$ cat src/rtl/arb_pkg.sv
// Shared types and helpers for the weighted round-robin arbiter.
// The defaults here match the arbiter's default parameters.
package arb_pkg;

    localparam int ARB_NUM_REQ  = 4;
    localparam int ARB_WEIGHT_W = 3;
    localparam int IDX_W        = $clog2(ARB_NUM_REQ);

    typedef logic [ARB_WEIGHT_W-1:0] weight_t;

    // Index of the set bit of a one-hot vector; 0 when no bit is set.
    // Supports up to 32 requesters.
    function automatic int unsigned onehot2idx(input logic [31:0] oh);
        int unsigned idx;
        idx = 0;
        for (int i = 0; i < 32; i++) begin
            if (oh[i]) idx = idx | i;
        end
        return idx;
    endfunction

endpackage

$ cat src/rtl/rr_priority_pick.sv
// Combinational circular priority picker: returns the first set request
// at or after start_i, wrapping modulo N.
module rr_priority_pick
    import arb_pkg::*;
#(
    parameter int N = 4
) (
    input  logic [N-1:0]         req_i,
    input  logic [$clog2(N)-1:0] start_i,
    output logic [N-1:0]         gnt_o,
    output logic [$clog2(N)-1:0] idx_o,
    output logic                 valid_o
);

    localparam int W2 = 2 * N;
    localparam int IW = $clog2(N);

    logic [W2-1:0] req2;
    logic [W2-1:0] masked;
    logic [W2-1:0] lowest;

    // The upper copy supplies the wrapped requests below start_i.
    assign req2    = {req_i, req_i};
    assign masked  = req2 & ({W2{1'b1}} << start_i);
    assign lowest  = masked & (~masked + W2'(1));
    assign gnt_o   = lowest[N-1:0] | lowest[W2-1:N];
    assign valid_o = |req_i;
    assign idx_o   = IW'(onehot2idx(32'(gnt_o)));

endmodule

$ cat src/rtl/wrr_arbiter.sv
// Weighted round-robin arbiter: an owner keeps the grant for up to its
// weight of acknowledged beats, releasing early when it drops its request.
module wrr_arbiter
    import arb_pkg::*;
#(
    parameter int NUM_REQ  = ARB_NUM_REQ,
    parameter int WEIGHT_W = ARB_WEIGHT_W
) (
    input  logic                         clk,
    input  logic                         reset,
    input  logic [NUM_REQ-1:0]           req_i,
    input  logic                         ack_i,
    input  logic [NUM_REQ*WEIGHT_W-1:0]  weight_i,
    output logic [NUM_REQ-1:0]           gnt_o,
    output logic [$clog2(NUM_REQ)-1:0]   gnt_id_o,
    output logic                         gnt_valid_o
);

    localparam int ID_W = $clog2(NUM_REQ);

    logic [ID_W-1:0]     ptr_q, ptr_d;
    logic [ID_W-1:0]     cur_q, cur_d;
    logic                own_q, own_d;
    logic [WEIGHT_W-1:0] cred_q, cred_d;

    logic [NUM_REQ-1:0]  pick_gnt;
    logic [ID_W-1:0]     pick_id;
    logic                pick_vld;
    logic                own_hit;
    logic                beat;

    logic [NUM_REQ-1:0][WEIGHT_W-1:0] w_arr;
    logic [WEIGHT_W-1:0]              w_sel;
    logic [WEIGHT_W-1:0]              w_eff;

    rr_priority_pick #(.N(NUM_REQ)) u_pick (
        .req_i   (req_i),
        .start_i (ptr_q),
        .gnt_o   (pick_gnt),
        .idx_o   (pick_id),
        .valid_o (pick_vld)
    );

    assign own_hit = own_q & req_i[cur_q];
    assign w_arr   = weight_i;

    always_comb begin
        gnt_o       = '0;
        gnt_id_o    = '0;
        gnt_valid_o = 1'b0;
        if (!reset) begin
            if (own_hit) begin
                gnt_o[cur_q] = 1'b1;
                gnt_id_o     = cur_q;
                gnt_valid_o  = 1'b1;
            end else begin
                gnt_o       = pick_gnt;
                gnt_id_o    = pick_id;
                gnt_valid_o = pick_vld;
            end
        end
    end

    assign beat  = gnt_valid_o & ack_i;
    assign w_sel = w_arr[gnt_id_o];
    assign w_eff = (w_sel == '0) ? WEIGHT_W'(1) : w_sel;

    always_comb begin
        ptr_d  = ptr_q;
        cur_d  = cur_q;
        own_d  = own_q;
        cred_d = cred_q;
        // An owner that withdrew loses the burst; ptr_q already points past it.
        if (own_q && !req_i[cur_q]) own_d = 1'b0;
        if (beat) begin
            if (own_hit) begin
                if (cred_q <= WEIGHT_W'(1)) own_d  = 1'b0;
                else                        cred_d = cred_q - WEIGHT_W'(1);
            end else begin
                ptr_d = (gnt_id_o == ID_W'(NUM_REQ - 1)) ? '0 : gnt_id_o + ID_W'(1);
                cur_d = gnt_id_o;
                if (w_eff == WEIGHT_W'(1)) begin
                    own_d = 1'b0;
                end else begin
                    own_d  = 1'b1;
                    cred_d = w_eff - WEIGHT_W'(1);
                end
            end
        end
    end

    always_ff @(posedge clk or posedge reset) begin
        if (reset) begin
            ptr_q  <= '0;
            cur_q  <= '0;
            own_q  <= 1'b0;
            cred_q <= '0;
        end else begin
            ptr_q  <= ptr_d;
            cur_q  <= cur_d;
            own_q  <= own_d;
            cred_q <= cred_d;
        end
    end

endmodule

$ cat config.mk
export PLATFORM = sky130hd
export DESIGN_NAME = wrr_arbiter
export DESIGN_NICKNAME = d
export VERILOG_FILES = /design/src/rtl/arb_pkg.sv /design/src/rtl/rr_priority_pick.sv /design/src/rtl/wrr_arbiter.sv
export SDC_FILE = /design/constraint.sdc
export NUM_CORES = 1
export LEC_CHECK = 0
export ABC_AREA = 1
export ABC_CLOCK_PERIOD_IN_PS = 2100
export BUFFER_PORTS_ARGS = -buffer_cell sky130_fd_sc_hd__buf_2
export CAP_MARGIN = 20
export CORE_MARGIN = 4
export CORE_UTILIZATION = 29
export CTS_BUF_LIST = sky130_fd_sc_hd__clkbuf_4 sky130_fd_sc_hd__clkbuf_8 sky130_fd_sc_hd__clkbuf_16
export CTS_CLUSTER_DIAMETER = 120
export DETAILED_ROUTE_END_ITERATION = 10
export PLACE_DENSITY = 0.6
export SLEW_MARGIN = 20
export SYNTH_ARGS = -nofsm -noshare
export SYNTH_HDL_FRONTEND = slang
export SYNTH_SLANG_ARGS = --single-unit
$ cat constraint.sdc
create_clock -name clk -period 2.1 [get_ports clk]
set_input_delay 0.105 -clock clk [delete_from_list [all_inputs] [get_ports clk]]
set_output_delay 0.105 -clock clk [all_outputs]
set_load 0.01 [all_outputs]
# Yosys cells after proc, flatten, opt, wreduce, memory -nomap -nowiden

Index checks and enable logic that the tools add are counted.
W data, S select, Z words.

Flip-flop bits (word level): 8
Input bits: 19
Word-level logic and storage cells: 56

$add $sub $neg: 4
Order comparisons: 4
Eq/ne operators: 4
Shift operators: 1
Muxes and demuxes: 25
Bitwise operators: 7
Reduce and logical (&&, ||, !) cells: 7

Operators by type and width:

| kind                  | number |
|---|---|
| $and A8 B8 Y8         | 2 |
| $mux W3               | 5 |
| $mux W1               | 10 |
| $mux W2               | 5 |
| $add A8 B1 Y8 const B | 1 |
| $mux W4               | 2 |
| $not A8 Y8            | 1 |
| $shl A8 B2 Y8 const A | 1 |
| $bmux W3 S2           | 1 |
| $lt A2 B3 Y1 const B  | 2 |
| $sub A3 B1 Y3 const B | 2 |
| $ne A2 B2 Y1 const B  | 2 |
| $or A4 B4 Y4          | 1 |
| $reduce_or A4 Y1      | 1 |
| $eq A3 B1 Y1 const B  | 1 |
| $le A3 B1 Y1 const B  | 1 |
| $logic_not A3 Y1      | 1 |
| $reduce_and A3 Y1     | 1 |
| $add A2 B1 Y2 const B | 1 |
| $and A1 B1 Y1         | 2 |
| $bmux W1 S2           | 1 |
| $demux W1 S2          | 1 |
| $eq A2 B2 Y1 const B  | 1 |
| $ge A2 B1 Y1 const B  | 1 |
| 4 further kinds       | 5 |

# Logic depth before layout (Yosys ltp)

Depth in word-level cells: 19
Mapped depth: 22
Mapped depth without buffers: 22

# Cells and area by module

A second synthesis with hierarchy kept.

Cells, all modules: 146
Area, all modules: 929.6 µm²

By module, submodules not included:

| module           | instances | cells each | area each (µm²) |
|---|---|---|---|
| wrr_arbiter      | 1         | 117        | 803.3 |
| rr_priority_pick | 1         | 29         | 126.4 |

# Worst setup path before layout

No wires, ideal clock.

Path type: register -> register
Start: register cur_q[0]
End: register cred_q[0]
Setup time: 0.122 ns
Arrival: 2.021 ns
Required time: 1.978 ns
Slack: -0.043 ns
Stages on the path, launching flop included: 22
Period minus slack after synthesis: 2.143 ns
Cells stage by stage: dfrtp_1 inv_2 nand2_1 nand2_1 nand2_1 nand2_2 nand3_1 nand2_1 clkinv_2 nand2_4 nand2_1 nand2_1 nand2_1 nand2_1 nand2_1 nand2_1 ha_1 inv_1 nor2_1 nand2_4 a21oi_1 a21oi_2

Word-level cells in the longest chain between the ends: 12
Elaborated cells on any way between the ends: 19
Classes of those cells: 1 x add/sub; 3 x eq/ne; 11 x mux; 2 x bitwise; 2 x reduce/logical

RTL lines:

| what                                          | line                                 | RTL |
|---|---|---|
| from (decl)                                   | wrr_arbiter.sv:22                    | `logic [ID_W-1:0] cur_q, cur_d;` |
| from (signal assigned)                        | wrr_arbiter.sv:100                   | `cur_q <= cur_d;` |
| $bmux W1 S2                                   | wrr_arbiter.sv:44                    | `assign own_hit = own_q & req_i[cur_q];` |
| $mux W1 (not written as such)                 | wrr_arbiter.sv:44                    |  |
| $and A1 B1 Y1                                 | wrr_arbiter.sv:44                    |  |
| $mux W2                                       | wrr_arbiter.sv:52                    | `if (own_hit) begin` |
| $mux W2                                       | wrr_arbiter.sv:51                    | `if (!reset) begin` |
| $bmux W3 S2                                   | wrr_arbiter.sv:65                    | `assign w_sel = w_arr[gnt_id_o];` |
| $mux W3 (not written as such)                 | wrr_arbiter.sv:65                    |  |
| $logic_not A3 Y1                              | wrr_arbiter.sv:66                    | `assign w_eff = (w_sel == '0) ? WEIGHT_W'(1) : w_sel;` |
| $mux W3                                       | wrr_arbiter.sv:66                    |  |
| $sub A3 B1 Y3 or $eq A3 B1 Y1 (tied branches) | wrr_arbiter.sv:86, wrr_arbiter.sv:82 |  |
| $mux W3 or $ne A2 B2 Y1 (tied branches)       | -                                    |  |
| $mux W3 or $reduce_and A3 Y1 (tied branches)  | -                                    |  |
| to (signal assigned)                          | wrr_arbiter.sv:102                   | `cred_q <= cred_d;` |
| to (decl)                                     | wrr_arbiter.sv:24                    | `logic [WEIGHT_W-1:0] cred_q, cred_d;` |

Several ways; a longest one is shown, not always the timed one. The select of a mux whose other input is x is not followed.
A chain may end at the register's enable or synchronous reset.

# Worst setup path after layout

Start: register ptr_q[1]
End: register cred_q[0]

Word-level cells in the longest chain between the ends: 18
Elaborated cells on any way between the ends: 21
Classes of those cells: 2 x add/sub; 2 x eq/ne; 1 x shift; 10 x mux; 4 x bitwise; 2 x reduce/logical

RTL lines:

| what                                          | line                                 | RTL |
|---|---|---|
| from (decl)                                   | wrr_arbiter.sv:21                    | `logic [ID_W-1:0] ptr_q, ptr_d;` |
| from (signal assigned)                        | wrr_arbiter.sv:99                    | `ptr_q <= ptr_d;` |
| $shl A8 B2 Y8 *                               | rr_priority_pick.sv:24               | `assign masked = req2 & ({W2{1'b1}} << start_i);` |
| $and A8 B8 Y8 *                               | rr_priority_pick.sv:24               |  |
| $not A8 Y8                                    | rr_priority_pick.sv:25               | `assign lowest = masked & (~masked + W2'(1));` |
| $add A8 B1 Y8                                 | rr_priority_pick.sv:25               |  |
| $and A8 B8 Y8 *                               | rr_priority_pick.sv:25               |  |
| $or A4 B4 Y4 *                                | rr_priority_pick.sv:26               | `assign gnt_o = lowest[N-1:0] \| lowest[W2-1:N];` |
| $mux W1                                       | arb_pkg.sv:17                        | `if (oh[i]) idx = idx \| i;` |
| $mux W2                                       | arb_pkg.sv:17                        |  |
| [... 2 more ...]                              | -                                    |  |
| $mux W2 *                                     | wrr_arbiter.sv:51                    |  |
| $bmux W3 S2 *                                 | wrr_arbiter.sv:65                    |  |
| $mux W3 (not written as such) *               | wrr_arbiter.sv:65                    |  |
| $logic_not A3 Y1                              | wrr_arbiter.sv:66                    |  |
| $mux W3 *                                     | wrr_arbiter.sv:66                    |  |
| $sub A3 B1 Y3 or $eq A3 B1 Y1 (tied branches) | wrr_arbiter.sv:86, wrr_arbiter.sv:82 |  |
| $mux W3 or $ne A2 B2 Y1 (tied branches)       | -                                    |  |
| $mux W3 or $reduce_and A3 Y1 (tied branches)  | -                                    |  |

Every way passes the cells marked *; elsewhere a longest branch is shown, timed or not. The select of a mux whose other input is x is not followed.

==> impl_metrics.ini <==
[cts]
clockBufferDepth = 2
cts_htree_levels = 1
cts_tree = done
cts_buffers = 3
cts_num_sinks = 8
clk_pin_slew_worst_paths_ps = 60
clkLatencyLatePin_ps = 260
root_buffer = clkbuf_4

[route]
drt_iter0_drc = 28
first_pass_iters = 4
drc_errors = 0
vias = 1072
viasPerCell = 4.72
drt-total-wl_um = 2580
detail-route-antenna-nets = 0
post_drt_wl_per_cell_um = 11.3

[worst_hold_path]
min_path_type = primary input to async pin

[setup_path]
path_max_fanout = 8
max_stage_delay_ps = 390
critical_path.top_delay_family = simple AND/OR/NAND/NOR gates
worstPathArrival_ps = 2320
cp.buffers_inverters = 3
crit_type = register to register
cp-end-kind = register
path_cells = nand2_1 -> nand2_1 -> nand2_1 -> clkinv_1 -> nand3_2 -> nand3_4 -> nand2_8 -> inv_2 -> nand2_1 -> nand3_1 -> nand2_2 -> nand2_2 -> ha_4 -> inv_2 -> nor2_4 -> nand2_4 -> nand2_8 -> nor2_2 -> a21oi_2
worst_path_max_delay_cell = dfrtp_1
cp.required_ps = 2250
start_kind = register
worst_path_most_repeated_cell = nand2_1

[sta]
worstMarginPinSlew_ps = 296
worst_slack_ps = -74.3
period_needed_ps = 2170
setup_tns_ps = -221
fin_skew_ps = 4.87
relSlewSlack_pct = 80.2
timing.fmax_ghz = 0.460
finalSetupViolCount = 4
rsz0062_at_grt = yes
finalMaxSlewViolations = 0
hold_slack_ps = 5.02
timing.final.crit_share_pct = 104
hold_viol_final = 0

[outcome]
outcome = finished, violations left
violations = setup timing

[yosys]
synth_cell_type_count = 26
synth.avg_cell_area_sq_um = 6.60
synth_fp_nets = 159
yosys_warnings = 0
yosysSeqAreaShare_pct = 22.3
syn-cell-area_sq_um = 897
ys_ff_latch = 8
synthCells = 136

[floorplan]
placementRows = 19
die_w_um = 63.6
die-height_um = 63.6
core_area_sq_um = 2850
initial_core_util_pct = 31.4
die_area_sq_um = 4050
io_pins = 26

[global_route]
grt_pass1_wl_um = 4590
grtUsageTotal_pct = 14.0
grt_pass1_vias = 1122
grt_use_met1_pct = 15.3
grt_max_degree = 9
use_met3_pct = 2.49
antenna_found_initial = 0
overflow = 0
busiest_layer = met2
grt_use_met2_pct = 24.8

[layout]
fillers = 288
syn_to_final_growth_pct = 60.4
fin_area_sq_um = 1440
diodes = 0
nNetsFinal = 221
instances_no_fill = 227
final_common_cell = buf_4
drive_gt1_share_pct = 53.6
most-common-layout-cells = buf_4, nand2_1, buf_2

[power_and_ir_drop]
p_leak_nw = 0.790
switching_power_uw = 764
powerDensity_nw_per_um2 = 1130
p_seq_share_pct = 17.4
vdd_drop_max_mv = 0.405
switching_share_pct = 47.1
p_clk_share_pct = 7.4
pwr-share-comb_pct = 75.2
power.internal_uw = 857
finalPower_mw = 1.62

[place]
hpwlAfterDp_um = 2090
post-place-cells = 214
place_area_sq_um = 1230
gp_congestion = 0.837
portBuffers = 25

[job]
drv_cap = 0
==> area by class of cell <==
| cell class | count | area, sq um | share of cell area (%) |
|---|---|---|---|
| Timing Repair Buffer | 58 | 375 | 26.1 |
| Multi-Input combinational cell | 104 | 711 | 49.4 |
| Clock buffer | 3 | 22.5 | 1.57 |
| Tap cell | 31 | 38.8 | 2.70 |
| Inverter | 23 | 91.3 | 6.35 |
| Sequential cell | 8 | 200 | 13.9 |
==> per-stage QoR <==
| stage | util (%) | setup slack (ps) |
|---|---|---|
| finish | 50.4 | -74.3 |
| global route | 50.4 | -268 |
| CTS | 48.7 | -90.7 |
| detailed placement | 43.2 | -203 |
| global placement | 43.2 | -94.6 |
| floorplan | - | -6.41 |
==> flip-flops by register name (all words and copies together) (netlist names) <==
| signal | count |
|---|---|
| own_q | 1 |
| ptr_q | 2 |
| cred_q | 3 |
| cur_q | 2 |
==> layer usage <==
| metal | up-vias | share of wire, % |
|---|---|---|
| li1 | 558 | - |
| met1 | 478 | 41 |
| met2 | 29 | 50 |
| met4 | 0 | 2.4 |
| met5 | - | 0 |
| met3 | 7 | 6.3 |
==> worst min-delay path, delay by kind of cell <==
family                 cells  cell delay [ps]
buffers and inverters      3              470
==> cells in the mapped netlist <==
cell type | number | share of area, %
a21oi_2 | 3 | 2.9
nand3_4 | 1 | 2.0
nand3b_1 | 2 | 1.7
clkinv_2 | 1 | 0.56
nand2_1 | 38 | 16
nand3_1 | 12 | 6.7
nor2_2 | 2 | 1.4
ha_1 | 4 | 5.6
dfrtp_1 | 8 | 22
o21a_1 | 1 | 0.84
inv_1 | 16 | 6.7
a311oi_1 | 1 | 0.98
o21ai_0 | 5 | 2.8
inv_2 | 5 | 2.1
nor2_1 | 11 | 4.6
a211oi_1 | 1 | 0.84
nand3_2 | 3 | 3.3
buf_2 | 1 | 0.56
nand2_4 | 5 | 6.3
xnor2_1 | 1 | 0.98
nand2_2 | 5 | 3.5
clkinv_1 | 1 | 0.42
nor2_8 | 1 | 2.2
a31oi_1 | 1 | 0.70
o31ai_1 | 1 | 0.84
a21oi_1 | 6 | 3.3
==> repair_timing <==
action / CTS / global route
setup endpoints to repair: 4 / 4
resized for setup: 20 / 7
buffers inserted: 6 / 3
endpoints found under the hold margin: 1 / 0
pin swaps: 6 / 7
hold buffers: 1 / 0
==> cells by family (layout without fill, tap and decap cells) <==
logic type	count (synthesis)	in the layout	share of synthesized area, %
AOI/OAI and AO/OA	19	19	13.3
xor gates and xnor gates	1	1	0.976
adders and majority gates	4	4	5.58
buffers and inverters	24	84	10.3
DFF	8	8	22.3
and+or+nand+nor	80	80	47.6
==> power by group through the flow <==
stage,logic (mW),registers [mW],clock network (mW)
after floorplan,0.610,0.266,0
after global placement,0.945,0.276,0
after detailed placement,0.970,0.280,0
after CTS,1.14,0.282,0.124
after global routing,1.36,0.294,0.128
final,1.22,0.283,0.119
==> final timing paths <==
check	slack, ps	startpoint	cells past startpoint	end
setup / recovery	-70	ptr_q[1]	19	cred_q[0]
hold / removal	5	reset	3	cur_q[0]
setup reg to reg	-70	ptr_q[1]	19	cred_q[0]
hold reg to reg	550	cred_q[1]	2	cred_q[1]
max in group asynchronous	1540	reset	3	cur_q[1]
min in group clk	210	ack_i	4	own_q
No activity file was read; power rests on OpenSTA's default activity.
